--- config.mk ---
export PLATFORM = sky130hd
export DESIGN_NAME = decode_alu_stage
export DESIGN_NICKNAME = d
export VERILOG_FILES = /design/src/rtl/decode_alu_stage.sv
export SDC_FILE = /design/constraint.sdc
export NUM_CORES = 1
export LEC_CHECK = 0
export ABC_AREA = 1
export BUFFER_PORTS_ARGS = -buffer_cell sky130_fd_sc_hd__buf_4
export CORE_ASPECT_RATIO = 0.75
export CORE_MARGIN = 3
export CORE_UTILIZATION = 55
export DETAILED_ROUTE_END_ITERATION = 8
export GPL_ROUTABILITY_DRIVEN = 1
export GPL_TIMING_DRIVEN = 0
export PLACE_DENSITY = 0.86
export SYNTH_ARGS = -nofsm -noshare
export SYNTH_HDL_FRONTEND = slang
export SYNTH_SLANG_ARGS = --single-unit
export TNS_END_PERCENT = 30
--- constraint.sdc ---
create_clock -name clk -period 3.75 [get_ports clk]
set_input_delay 0.5625 -clock clk [delete_from_list [all_inputs] [get_ports clk]]
set_output_delay 0.5625 -clock clk [all_outputs]
set_load 0.02 [all_outputs]
--- src/rtl/decode_alu_stage.sv ---
// decode_alu_stage
//   Registered, handshaked ALU-instruction decode stage. Decodes R-type
//   (opcode 0110011) and, when ENABLE_ITYPE=1, I-type ALU (opcode 0010011)
//   instructions into register indices, a sign-extended immediate, an ALU
//   operation code and an illegal flag. Decoded entries go into a 2-entry
//   FIFO whose head drives the outputs.
//
// Ports
//   clk, rst_n             rising-edge clock, asynchronous active-low reset
//   flush                  synchronous drop of all buffered entries
//   in_valid/in_ready      input handshake, instruction_code is the raw word
//   out_valid/out_ready    output handshake for the head entry
//   rs1/rs2/rd             register indices
//   imm                    sign-extended I-immediate (0 for R-type/illegal)
//   use_imm                ALU operand B comes from imm
//   rd_we                  write rd (0 when illegal or rd==0)
//   alu_control            ALU operation code
//   illegal                unsupported encoding
//   illegal_count          saturating count of accepted illegal instructions
module decode_alu_stage #(
  parameter int XLEN         = 32,
  parameter int ALU_CTRL_W   = 5,
  parameter int ENABLE_ITYPE = 1,
  parameter int CNT_W        = 16
) (
  input  logic                  clk,
  input  logic                  rst_n,
  input  logic                  flush,
  input  logic                  in_valid,
  output logic                  in_ready,
  input  logic [31:0]           instruction_code,
  output logic                  out_valid,
  input  logic                  out_ready,
  output logic [4:0]            rs1,
  output logic [4:0]            rs2,
  output logic [4:0]            rd,
  output logic [XLEN-1:0]       imm,
  output logic                  use_imm,
  output logic                  rd_we,
  output logic [ALU_CTRL_W-1:0] alu_control,
  output logic                  illegal,
  output logic [CNT_W-1:0]      illegal_count
);

  // ALU operation codes shared with the processor's ALU.
  localparam logic [ALU_CTRL_W-1:0] ALU_ADD  = ALU_CTRL_W'(0);
  localparam logic [ALU_CTRL_W-1:0] ALU_SUB  = ALU_CTRL_W'(1);
  localparam logic [ALU_CTRL_W-1:0] ALU_SLL  = ALU_CTRL_W'(2);
  localparam logic [ALU_CTRL_W-1:0] ALU_SLT  = ALU_CTRL_W'(3);
  localparam logic [ALU_CTRL_W-1:0] ALU_SLTU = ALU_CTRL_W'(4);
  localparam logic [ALU_CTRL_W-1:0] ALU_XOR  = ALU_CTRL_W'(5);
  localparam logic [ALU_CTRL_W-1:0] ALU_SRL  = ALU_CTRL_W'(6);
  localparam logic [ALU_CTRL_W-1:0] ALU_SRA  = ALU_CTRL_W'(7);
  localparam logic [ALU_CTRL_W-1:0] ALU_OR   = ALU_CTRL_W'(8);
  localparam logic [ALU_CTRL_W-1:0] ALU_AND  = ALU_CTRL_W'(9);

  localparam logic [6:0] OP_R = 7'b0110011;
  localparam logic [6:0] OP_I = 7'b0010011;
  localparam logic [6:0] F7_0 = 7'b0000000;
  localparam logic [6:0] F7_A = 7'b0100000;

  typedef struct packed {
    logic [4:0]            rs1;
    logic [4:0]            rs2;
    logic [4:0]            rd;
    logic [XLEN-1:0]       imm;
    logic                  use_imm;
    logic                  rd_we;
    logic [ALU_CTRL_W-1:0] alu;
    logic                  illegal;
  } entry_t;

  logic [6:0] opcode;
  logic [2:0] func3;
  logic [6:0] func7;
  assign opcode = instruction_code[6:0];
  assign func3  = instruction_code[14:12];
  assign func7  = instruction_code[31:25];

  entry_t                dec;
  logic                  legal;
  logic                  is_itype;
  logic [ALU_CTRL_W-1:0] alu_sel;

  // func3 -> operation for the encodings shared by R- and I-type; the
  // func7-dependent variants are resolved below.
  always_comb begin
    alu_sel = ALU_ADD;
    case (func3)
      3'b000: alu_sel = ALU_ADD;
      3'b001: alu_sel = ALU_SLL;
      3'b010: alu_sel = ALU_SLT;
      3'b011: alu_sel = ALU_SLTU;
      3'b100: alu_sel = ALU_XOR;
      3'b101: alu_sel = ALU_SRL;
      3'b110: alu_sel = ALU_OR;
      default: alu_sel = ALU_AND;
    endcase
  end

  always_comb begin
    legal    = 1'b0;
    is_itype = 1'b0;
    dec      = '0;
    dec.rs1  = instruction_code[19:15];
    dec.rs2  = instruction_code[24:20];
    dec.rd   = instruction_code[11:7];
    dec.alu  = ALU_ADD;

    if (opcode == OP_R) begin
      if (func7 == F7_0) begin
        legal   = 1'b1;
        dec.alu = alu_sel;
      end else if (func7 == F7_A && func3 == 3'b000) begin
        legal   = 1'b1;
        dec.alu = ALU_SUB;
      end else if (func7 == F7_A && func3 == 3'b101) begin
        legal   = 1'b1;
        dec.alu = ALU_SRA;
      end
    end else if (opcode == OP_I && ENABLE_ITYPE != 0) begin
      is_itype = 1'b1;
      dec.alu  = alu_sel;
      case (func3)
        3'b001: legal = (func7 == F7_0);
        3'b101: begin
          legal = (func7 == F7_0) || (func7 == F7_A);
          if (func7 == F7_A) dec.alu = ALU_SRA;
        end
        default: legal = 1'b1;
      endcase
    end

    if (legal) begin
      dec.rd_we = (dec.rd != 5'd0);
      if (is_itype) begin
        dec.use_imm = 1'b1;
        dec.imm     = {{(XLEN-12){instruction_code[31]}}, instruction_code[31:20]};
        dec.rs2     = 5'd0;
      end
    end else begin
      // Raw register fields stay visible; everything else collapses to a
      // harmless ADD with no writeback.
      dec.illegal = 1'b1;
      dec.alu     = ALU_ADD;
      dec.rd_we   = 1'b0;
      dec.use_imm = 1'b0;
      dec.imm     = '0;
    end
  end

  // 2-entry FIFO of decoded entries
  entry_t     mem [2];
  logic       wr_ptr;
  logic       rd_ptr;
  logic [1:0] count;
  logic       push;
  logic       pop;
  entry_t     head;

  assign in_ready  = (count != 2'd2);
  assign out_valid = (count != 2'd0);
  assign push      = in_valid && in_ready && !flush;
  assign pop       = out_valid && out_ready;
  assign head      = mem[rd_ptr];

  always_ff @(posedge clk or negedge rst_n) begin
    if (!rst_n) begin
      for (int unsigned i = 0; i < 2; i++) mem[i] <= '0;
      wr_ptr        <= 1'b0;
      rd_ptr        <= 1'b0;
      count         <= 2'd0;
      illegal_count <= '0;
    end else begin
      if (flush) begin
        wr_ptr <= 1'b0;
        rd_ptr <= 1'b0;
        count  <= 2'd0;
      end else begin
        if (push) begin
          mem[wr_ptr] <= dec;
          wr_ptr      <= ~wr_ptr;
        end
        if (pop) rd_ptr <= ~rd_ptr;
        case ({push, pop})
          2'b10:   count <= count + 2'd1;
          2'b01:   count <= count - 2'd1;
          default: count <= count;
        endcase
      end
      // The counter survives flush; only accepted instructions count.
      if (push && dec.illegal && illegal_count != '1)
        illegal_count <= illegal_count + CNT_W'(1);
    end
  end

  assign rs1         = head.rs1;
  assign rs2         = head.rs2;
  assign rd          = head.rd;
  assign imm         = head.imm;
  assign use_imm     = head.use_imm;
  assign rd_we       = head.rd_we;
  assign alu_control = head.alu;
  assign illegal     = head.illegal;

endmodule

==> results.sh <==
export IMPL_worst_ep_arrival_time_ns=2.58
export IMPL_numCtsBuffers=9
export IMPL_layout_commonest_cell="nand2_1"
export IMPL_design_area_sq_mm=0.00591
export IMPL_worst_slew_pin_slew_ns=1.13
export IMPL_yosysWarnings=0
export IMPL_rsz0062_at_grt="false"
export IMPL_firstDrtPassIters=5
export IMPL_coreArea_sq_mm=0.00806
export IMPL_drc=0
export IMPL_min_path_type="input port to async pin"
export IMPL_synth_area_leaders="dfrtp_1 (47%), nand2_1 (20%), o21ai_0 (7.0%), nand3_1 (4.1%), inv_1 (4.0%)"
export IMPL_die_x_microns=112
export IMPL_ys_seq_area_share_pct=47.3
export IMPL_wl_mm=12.5
export IMPL_io_buffers=108
export IMPL_cts_root_buf="clkbuf_16"
export IMPL_post_drt_wl_per_cell_microns=14.8
export IMPL_die_y_microns=85.7
export IMPL_cts_path_max_buffers=2
export IMPL_finalSetupTns_ns=0
export IMPL_cts_sinks=88
export IMPL_startpoint_type="register"
export IMPL_num_antenna_cells=0
export IMPL_grt_pass1_wl_mm=20.6
export IMPL_synth_top_area_cell="dfrtp_1"
export IMPL_dr_wl_met2_mm=5.75
export IMPL_status="finished clean"
export IMPL_gp_congestion=0.977
export IMPL_syn_area_per_cell_sq_um=7.58
export IMPL_wl_met3_mm=1.21
export IMPL_final_util_pct=73.3
export IMPL_rows=28
export IMPL_ys_types=33
export IMPL_ir_worst_vdd_mv=0.412
export IMPL_finalCritPeriodShare_pct=83.9
export IMPL_antenna_found_initial=0
export IMPL_worstSetupPathType="register to primary output"
export IMPL_vias_per_cell=5.35
export IMPL_max_stage_delay_ns=0.53
export IMPL_skew_ns=0.00434
export IMPL_maxCapViolations=0
export IMPL_cts_setup_buffers=0
export IMPL_final_cell_mix="nand2_1 (246), buf_4 (131), dfrtp_1 (88), o21ai_0 (64), inv_1 (50)"
export IMPL_async_reset_ff_share_pct=100
export IMPL_drt_iter0_markers=498
export IMPL_setup_viol=0
export IMPL_critPathTopFamily="buffers and inverters"
export IMPL_met1_length_mm=5.37
export IMPL_grt_pass1_vias=4290
export IMPL_hold_viol=0
export IMPL_cts_tree="yes"
export IMPL_fmax_mhz=318
export IMPL_final_cells=844
export IMPL_fin_nets=772
export IMPL_powerDensity_mw_per_mm2=546
export IMPL_cts_max_level=3
export IMPL_postRouteAntennaNets=0
export IMPL_clk_insertion_delay_late_ns=0.34
export IMPL_io_pin_count=110
export IMPL_synth_top_cell_area_share_pct=47.3
export IMPL_period_minus_slack_ns=3.15
export IMPL_synth_seq_cells=88
export IMPL_die_area_sq_mm=0.00962
export IMPL_worstSetupEndpointType="primary output"
export IMPL_synthCells=614
export IMPL_total_power_uw=3230
export IMPL_slew_headroom_pct=24.7
export IMPL_dp_final_hpwl_mm=8.84
export IMPL_synth_nets=652
export IMPL_clk_pin_slew_ns=0.06
export IMPL_synth_main_ff_cell="dfrtp_1"
export IMPL_postCtsHoldBufs=0
export IMPL_syn2layout_area_growth_pct=26.9
export IMPL_critPathSlowestCell="clkbuf_1"
export IMPL_drive_gt1_share_pct=23.8
export IMPL_top_layer_used="met4"
export IMPL_critical_path_max_fanout=12
export IMPL_path_buf_inv=5
export IMPL_synth_edf_count=0
export IMPL_final_max_slew_viol_count=0
export IMPL_start_util_pct=57.8
export IMPL_track_usage_pct=26.8
export IMPL_required_ns=3.19
export IMPL_synth_area_sq_mm=0.00466
export IMPL_power_leakage_uw=0.00319
export IMPL_grt_max_degree=89
export IMPL_vias=4517
export IMPL_place_area_sq_mm=0.00561
export IMPL_place_inst=828
export IMPL_crit_path_cell_trace="clkbuf_1 -> clkbuf_1 -> nand2_1 -> o21ai_1 -> buf_6 -> buf_4 -> buf_4"
export IMPL_grt_remaining_overflow=0
export IMPL_cts_resized=0
-- sequential cells by signal, indices dropped and copies added, names as in the netlist --
register and count:
count 2, illegal_count 16, mem 68, rd_ptr 1, wr_ptr 1
-- where the power goes --
group	internal (uW)	switching (uW)	leakage, uW
Combinational	387	633	0.00187
Clock	551	356	0.000150
Sequential	1160	143	0.00117
-- logic make-up after synthesis --
family / synth area share, %
buffers and inverters: 10.6
adders and majority gates: 0.269
AOI/OAI and AO/OA: 8.44
DFF: 47.3
xor gates and xnor gates: 2.63
other: 0.0805
and+or+nand+nor: 30.7
-- path summary, 6_finish.rpt --
kind	startpoint	to	slack, ns	depth (start not counted)
min in group clk	flush	count[1]$_DFFE_PN0P_	0.43	2
max reg2reg	illegal_count[0]$_DFFE_PN0P_	illegal_count[4]$_DFFE_PN0P_	1.88	9
min reg2reg	mem[15]$_DFFE_PN0P_	mem[15]$_DFFE_PN0P_	0.49	2
min	rst_n	illegal_count[7]$_DFFE_PN0P_	0.42	1
max	rd_ptr$_DFFE_PN0P_	imm[20]	0.60	7
max in group asynchronous	rst_n	mem[105]$_DFFE_PN0P_	2.59	1
-- metrics by stage --
step                      hold slack (ns)  worst slack (ns)
final                               0.419             0.604
after global routing                0.427             0.402
after CTS                           0.421             0.639
after detailed placement            0.465              1.04
after global placement              0.462             0.364
after floorplan                     0.267             0.589
-- layout make-up --
| class | count | area [sq um] |
|---|---|---|
| Multi-Input combinational cell | 429 | 1960 |
| Sequential cell | 88 | 2200 |
| Clock inverter | 3 | 40.0 |
| Fill cell | 590 | 2150 |
| Timing Repair Buffer | 109 | 822 |
| Buffer | 44 | 293 |
| Inverter | 53 | 199 |
| Tap cell | 105 | 131 |
| Clock buffer | 13 | 260 |
-- layer usage --
| metal | GRT usage, % | vias up |
|---|---|---|
| met4 | 5.79 | 0 |
| met2 | 42.3 | 211 |
| met1 | 37.7 | 2154 |
| met5 | 0 | - |
| met3 | 7.05 | 13 |
| li1 | - | 2139 |
-- synthesized netlist by cell type (2+ instances only) --
library cell / count
inv_1: 50
a21oi_1: 4
xor2_1: 8
nand3_1: 38
nand2_2: 4
o21ai_0: 65
nor2_2: 3
inv_2: 2
xnor2_1: 6
buf_2: 8
nand2_1: 246
nor2_4: 4
nor3_1: 4
clkbuf_1: 9
buf_4: 23
buf_6: 2
dfrtp_1: 88
o21ai_1: 8
nor2_1: 28
Note: power is estimated with default switching activity, not from simulation.
